`config.mk`:
```
export PLATFORM = sky130hd
export DESIGN_NAME = avlst_arbiter_sched_flat
export DESIGN_NICKNAME = d
export VERILOG_FILES = /design/src/rtl/avlst_arbiter_sched_if.sv /design/src/rtl/avlst_arbiter_sched.sv /design/src/flat_wrapper.sv
export SDC_FILE = /design/constraint.sdc
export NUM_CORES = 1
export LEC_CHECK = 0
export ABC_AREA = 1
export BUFFER_PORTS_ARGS = -buffer_cell sky130_fd_sc_hd__buf_2
export CAP_MARGIN = 20
export CORE_MARGIN = 4
export CORE_UTILIZATION = 30
export DETAILED_ROUTE_END_ITERATION = 12
export SLEW_MARGIN = 20
export SYNTH_ARGS = -nofsm -noshare
export SYNTH_HDL_FRONTEND = slang
export SYNTH_SLANG_ARGS = --single-unit
```
`constraint.sdc`:
```
create_clock -name clk -period 5.9 [get_ports clk]
set_clock_uncertainty 0.05 [all_clocks]
set_input_delay 1.18 -clock clk [delete_from_list [all_inputs] [get_ports clk]]
set_output_delay 1.18 -clock clk [all_outputs]
set_load 0.01 [all_outputs]
```
`src/rtl/avlst_arbiter_sched_if.sv`:
```
// Purpose: handshake/bus bundle between FIFO read sides, the channel arbiter and the downstream sink.
// Ports: requests, eops, enable and sink ready in; one-hot grant, mux select, busy flag and counters out.
// Modports: slave = arbiter side, master = channel/sink/control side.
interface avlst_arbiter_sched_if #(
    parameter int CHAN_NUM   = 4,
    parameter int CHAN_WIDTH = $clog2(CHAN_NUM)
);
    logic                  arb_enable;
    logic [2*CHAN_NUM-1:0] arbit_request;
    logic [CHAN_NUM-1:0]   arbit_eop;
    logic                  dout_ready;
    logic [CHAN_NUM-1:0]   arbit_grant;
    logic [CHAN_WIDTH-1:0] chan_sel;
    logic                  chan_active;
    logic [31:0]           pack_cnt;
    logic [31:0]           timeout_cnt;

    modport slave (
        input  arb_enable, arbit_request, arbit_eop, dout_ready,
        output arbit_grant, chan_sel, chan_active, pack_cnt, timeout_cnt
    );

    modport master (
        output arb_enable, arbit_request, arbit_eop, dout_ready,
        input  arbit_grant, chan_sel, chan_active, pack_cnt, timeout_cnt
    );
endinterface

```
`src/rtl/avlst_arbiter_sched.sv`:
```
// Purpose: packet-granular round-robin arbiter over CHAN_NUM FIFOs, critical class first, IDLE/BUSY/GAP.
// Latency: grant one edge after an eligible IDLE cycle; GAP_LEN idle cycles after every release.
// Backpressure: granted channel's grant bit follows dout_ready combinationally; eop counts only when ready.
// Ports: clk, rst_n (sync, active-low) plain; everything else through bus (slave modport).
module avlst_arbiter_sched #(
    parameter int CHAN_NUM    = 4,
    parameter int CHAN_WIDTH  = $clog2(CHAN_NUM),
    parameter int TIMEOUT_LEN = 4096,
    parameter int GAP_LEN     = 1
) (
    input  logic                  clk,
    input  logic                  rst_n,
    avlst_arbiter_sched_if.slave  bus
);
    typedef enum logic [1:0] {
        IDLE = 2'd0,
        BUSY = 2'd1,
        GAP  = 2'd2
    } state_t;

    state_t                state;
    logic [15:0]           cyc_cnt;
    logic [3:0]            gap_cnt;
    logic [CHAN_WIDTH-1:0] last_sel;
    logic [CHAN_WIDTH-1:0] chan_sel_q;
    logic                  chan_active_q;
    logic [31:0]           pack_cnt_q;
    logic [31:0]           timeout_cnt_q;

    logic [CHAN_NUM-1:0]   gen_req;
    logic [CHAN_NUM-1:0]   crit_req;
    logic [CHAN_NUM-1:0]   cand;
    logic [CHAN_WIDTH-1:0] winner;
    logic                  win_vld;
    logic                  eop_accept;
    logic                  cyc_expired;

    // A critical bit only counts when the general bit of the same channel is set.
    always_comb begin
        gen_req  = '0;
        crit_req = '0;
        for (int n = 0; n < CHAN_NUM; n++) begin
            gen_req[n]  = bus.arbit_request[2*n];
            crit_req[n] = bus.arbit_request[2*n+1] & bus.arbit_request[2*n];
        end
        cand = (|crit_req) ? crit_req : gen_req;
    end

    // Round-robin scan from last_sel+1. Walking the offsets from the far end
    // down lets the nearest candidate overwrite the farther ones.
    always_comb begin
        logic [CHAN_WIDTH-1:0] idx;
        winner  = '0;
        idx     = '0;
        win_vld = |cand;
        for (int i = CHAN_NUM; i >= 1; i--) begin
            idx = CHAN_WIDTH'((int'(last_sel) + i) % CHAN_NUM);
            if (cand[idx]) begin
                winner = idx;
            end
        end
    end

    assign eop_accept  = bus.dout_ready & bus.arbit_eop[chan_sel_q];
    assign cyc_expired = (cyc_cnt == 16'(TIMEOUT_LEN - 1));

    always_ff @(posedge clk) begin
        if (!rst_n) begin
            state         <= IDLE;
            cyc_cnt       <= '0;
            gap_cnt       <= '0;
            last_sel      <= CHAN_WIDTH'(CHAN_NUM - 1);
            chan_sel_q    <= '0;
            chan_active_q <= 1'b0;
            pack_cnt_q    <= '0;
            timeout_cnt_q <= '0;
        end else begin
            case (state)
                IDLE: begin
                    if (bus.arb_enable && win_vld) begin
                        state         <= BUSY;
                        chan_sel_q    <= winner;
                        chan_active_q <= 1'b1;
                        cyc_cnt       <= '0;
                    end
                end
                BUSY: begin
                    cyc_cnt <= cyc_cnt + 16'd1;
                    // Accepted eop wins over a timeout landing on the same cycle.
                    if (eop_accept) begin
                        state         <= GAP;
                        chan_active_q <= 1'b0;
                        last_sel      <= chan_sel_q;
                        gap_cnt       <= '0;
                        pack_cnt_q    <= pack_cnt_q + 32'd1;
                    end else if (cyc_expired) begin
                        state         <= GAP;
                        chan_active_q <= 1'b0;
                        last_sel      <= chan_sel_q;
                        gap_cnt       <= '0;
                        timeout_cnt_q <= timeout_cnt_q + 32'd1;
                    end
                end
                GAP: begin
                    if (gap_cnt == 4'(GAP_LEN - 1)) begin
                        state <= IDLE;
                    end else begin
                        gap_cnt <= gap_cnt + 4'd1;
                    end
                end
                default: begin
                    state         <= IDLE;
                    chan_active_q <= 1'b0;
                end
            endcase
        end
    end

    // Grant doubles as the FIFO read-ready, so it must track dout_ready in the same cycle.
    always_comb begin
        bus.arbit_grant = '0;
        if (chan_active_q) begin
            bus.arbit_grant[chan_sel_q] = bus.dout_ready;
        end
    end

    assign bus.chan_sel    = chan_sel_q;
    assign bus.chan_active = chan_active_q;
    assign bus.pack_cnt    = pack_cnt_q;
    assign bus.timeout_cnt = timeout_cnt_q;
endmodule

```
`src/flat_wrapper.sv`:
```
// flat-port wrapper written by rule: the top's interface ports become plain ports
module avlst_arbiter_sched_flat 
#(
    parameter int CHAN_NUM    = 4,
    parameter int CHAN_WIDTH  = $clog2(CHAN_NUM),
    parameter int TIMEOUT_LEN = 4096,
    parameter int GAP_LEN     = 1
)
  (clk, rst_n, bus_arb_enable, bus_arbit_request, bus_arbit_eop, bus_dout_ready, bus_arbit_grant, bus_chan_sel, bus_chan_active, bus_pack_cnt, bus_timeout_cnt);
  avlst_arbiter_sched_if #(.CHAN_NUM(CHAN_NUM), .CHAN_WIDTH(CHAN_WIDTH)) bus_i ();
  input  logic clk;
  input  logic rst_n;
  input wire logic [$bits(bus_i.arb_enable)-1:0] bus_arb_enable;
  input wire logic [$bits(bus_i.arbit_request)-1:0] bus_arbit_request;
  input wire logic [$bits(bus_i.arbit_eop)-1:0] bus_arbit_eop;
  input wire logic [$bits(bus_i.dout_ready)-1:0] bus_dout_ready;
  output wire logic [$bits(bus_i.arbit_grant)-1:0] bus_arbit_grant;
  output wire logic [$bits(bus_i.chan_sel)-1:0] bus_chan_sel;
  output wire logic [$bits(bus_i.chan_active)-1:0] bus_chan_active;
  output wire logic [$bits(bus_i.pack_cnt)-1:0] bus_pack_cnt;
  output wire logic [$bits(bus_i.timeout_cnt)-1:0] bus_timeout_cnt;
  assign bus_i.arb_enable = bus_arb_enable;
  assign bus_i.arbit_request = bus_arbit_request;
  assign bus_i.arbit_eop = bus_arbit_eop;
  assign bus_i.dout_ready = bus_dout_ready;
  assign bus_arbit_grant = bus_i.arbit_grant;
  assign bus_chan_sel = bus_i.chan_sel;
  assign bus_chan_active = bus_i.chan_active;
  assign bus_pack_cnt = bus_i.pack_cnt;
  assign bus_timeout_cnt = bus_i.timeout_cnt;
  avlst_arbiter_sched #(.CHAN_NUM(CHAN_NUM), .CHAN_WIDTH(CHAN_WIDTH), .TIMEOUT_LEN(TIMEOUT_LEN), .GAP_LEN(GAP_LEN)) u_core (.clk(clk), .rst_n(rst_n), .bus(bus_i));
endmodule
```
==> reports/qor.yml <==
status: "finished clean"
async_reset_ff_share_pct: 0
hp-class: "flop to flop"
ff2ff_path_depth: 8
fin_setup_tns_ns: 0
muxShareOfSynthArea_pct: 0
dominantRegCellSynth: "dfxtp_1"
syn_area_mm2: 0.005246
synth-seq-cells: 91
grt_pass1_vias: 4786
drv_cap: 0
vias: 5219
grt_use_total_pct: 14.22
drc: 0
mostFrequentLayoutCells: "nand2_1 (231), dfxtp_1 (91), buf_2 (86), a21oi_1 (75), inv_1 (68)"
arrival_ns: 3.37
fmax_mhz: 318.7
die-height_um: 140.2
pwr-share-seq_pct: 42.6
power.internal_mw: 1.138
final_util_pct: 36.31
rsz0062_at_grt: "false"
diodes: 0
start_util_pct: 30.44
period_share_pct: 53.19
synthXorXnorAreaFrac_pct: 6.678
postCtsSetupBuffers: 0
cts_tree: "done"
clock_latency_ns: 0.35
boundaryPins: 87
pwr_density_cell_mw_per_mm2: 239.5
drt_pass1_iterations: 4
clock_path_buffers: 2
critPathMaxFanout: 25
switchingPower_mw: 0.3611
clk_pin_slew_ns: 0.07
ir_drop_uv: 142.5
hold_violations: 0
die_w_um: 140.2
wl_um: 14180
layout_commonest_cell: "nand2_1"
htreeDepth: 3
slew_headroom_pct: 37.86
cts-hold-fix-buffers: 0
dp_hpwl_um: 10530
post_drt_wl_per_cell_um: 12.95
grt_overflow: 0
synth_fa_ha_area_share_pct: 1.192
setup_viol: 0
cts_resized: 0
crit_path_start_kind: "primary input"
synth-simple-area-share_pct: 37.82
swShare_pct: 24.09
drive_gt1_share_pct: 15.63
syn_area_per_cell_um2: 6.675
cts-root-buf: "clkbuf_16"
numCtsBuffers: 9
r2r_start: "u_core.state[0]"
yosysUniqueCellTypes: 38
core_mm2: 0.01724
areaGrowthSynthToFinish_pct: 19.29
slew_violations: 0
post-place-ws_ns: 2.288
ys_seq_area_share_pct: 34.72
tightest_slew_ns: 0.9311
min_from: "u_core.cyc_cnt[6]"
nets: 886
grt_first_pass_wirelength_um: 23250
period_needed_ns: 3.138
min_to: "u_core.cyc_cnt[6]"
fin_ws_ns: 2.762
clock-sinks: 91
clkPwrFrac_pct: 48.1
antenna_found_initial: 0
synth_edf_count: 0
ant_nets: 0
crit_path_end_kind: "flop"
synth_compound_area_share_pct: 12.35
synth_nets: 807
dp_cells: 1079
drt_iter0_markers: 233
timing.rr.end: "u_core.bus.pack_cnt[8]"
ys.warnings.count: 0
io_buffers: 86
critPathKind: "primary input to flop"
r2r_setup_slack_ns: 2.91
floorplan.die_area_mm2: 0.01967
static-leakage-power_nw: 2.526
grt_max_degree: 64
vias_per_cell: 4.766
hold_path_depth: 2
comb_power_share_pct: 9.3
synthCells: 786
fin_cells: 1095
synth_top_family_by_area: "simple AND/OR/NAND/NOR gates"
placementRows: 48
place_congestion: 0.8800
crit_required_ns: 6.13
synthesized netlist by cell type, types with 3 or more instances:
master,count,area share [%]
nand2_1,231,17
nor3b_1,4,0.57
nor2_2,4,0.48
inv_2,11,0.79
nor3b_2,4,0.95
clkbuf_1,12,0.86
inv_1,68,4.9
nor3_1,42,4.0
o21ai_0,18,1.7
o211ai_1,4,0.57
a31oi_1,5,0.60
nand3_1,35,3.3
ha_1,5,1.2
nand2_2,4,0.48
buf_1,3,0.21
a211oi_1,5,0.72
nor2_1,55,3.9
nand4_1,18,2.1
buf_2,3,0.29
nor4_1,18,2.1
o21ai_1,15,1.4
a21oi_1,75,7.2
dfxtp_1,91,35
xnor2_1,11,1.8
xor2_1,29,4.8
state kept, by name, summed over array words and instances, names as in the netlist:
| register | count |
|---|---|
| u_core.bus.chan_active | 1 |
| u_core.bus.chan_sel | 2 |
| u_core.bus.pack_cnt | 32 |
| u_core.bus.timeout_cnt | 32 |
| u_core.cyc_cnt | 16 |
| u_core.gap_cnt | 4 |
| u_core.last_sel | 2 |
| u_core.state | 2 |
worst max-delay path, stage by stage:
cell and delay, ns:
buf_2 0.07, nand2_1 0.04, nand2_1 0.07, nand2_1 0.05, nand3_1 0.06, nand2_1 0.12
nor2_2 0.73, inv_2 0.39, nor4_1 0.40, a21oi_1 0.12, nor3_1 0.14
worst max-delay path by stage:
stage	startpoint	to	cells after the start
floorplan	bus_dout_ready	bus_arbit_grant[0]	2
global placement	bus_arbit_eop[1]	u_core.bus.pack_cnt[8]	11
detailed placement	bus_arbit_eop[1]	u_core.bus.pack_cnt[8]	11
CTS	bus_arbit_eop[1]	u_core.bus.pack_cnt[8]	11
global route	bus_arbit_eop[1]	u_core.bus.pack_cnt[8]	11
finish	bus_arbit_eop[1]	u_core.bus.pack_cnt[8]	11
per-layer routing:
layer  track usage, %  up-vias  routed length [µm]
met5                0        -                   0
met4            4.335        0                 275
met3            4.268       23                 661
met2            22.73       98                6578
met1            18.51     2334                6663
li1                 -     2764                   -
through the flow:
step / power, mW / hold slack [ns] / area (µm²)
after floorplan: 0.7565 / 0.4026 / 5246
after detailed placement: 0.7934 / 0.4231 / 5883
after global placement: 0.7928 / 0.4176 / 5883
final: 1.499 / 0.4319 / 6259
after global routing: 1.566 / 0.4590 / 6259
after CTS: 1.522 / 0.4344 / 6259
kinds of logic (layout without fill, tap and decap cells):
| group | count (synthesis) | after routing |
|---|---|---|
| XOR/XNOR | 40 | 40 |
| AO/OA/AOI/OAI | 123 | 123 |
| flip-flops | 91 | 91 |
| buffers and inverters | 98 | 182 |
| adder cells (fa/ha/maj) | 5 | 5 |
| AND/OR/NAND/NOR | 429 | 429 |
cell type report:
cell class	instances	area (µm²)
fill	1838	10980
multi-input combinational	597	3045
sequential	91	1822
timing repair buffer	87	437.9
inverter	79	296.5
tap	225	281.5
clock buffer	10	239.0
clock inverter	6	136.4
power groups by stage:
stage / Clock (mW) / Combinational, mW / Sequential [mW]
after floorplan: 0 / 0.107 / 0.649
after global placement: 0 / 0.141 / 0.652
after detailed placement: 0 / 0.141 / 0.652
after CTS: 0.742 / 0.142 / 0.638
after global routing: 0.767 / 0.160 / 0.640
final: 0.721 / 0.140 / 0.638
No activity file was read; power rests on OpenSTA's default activity.
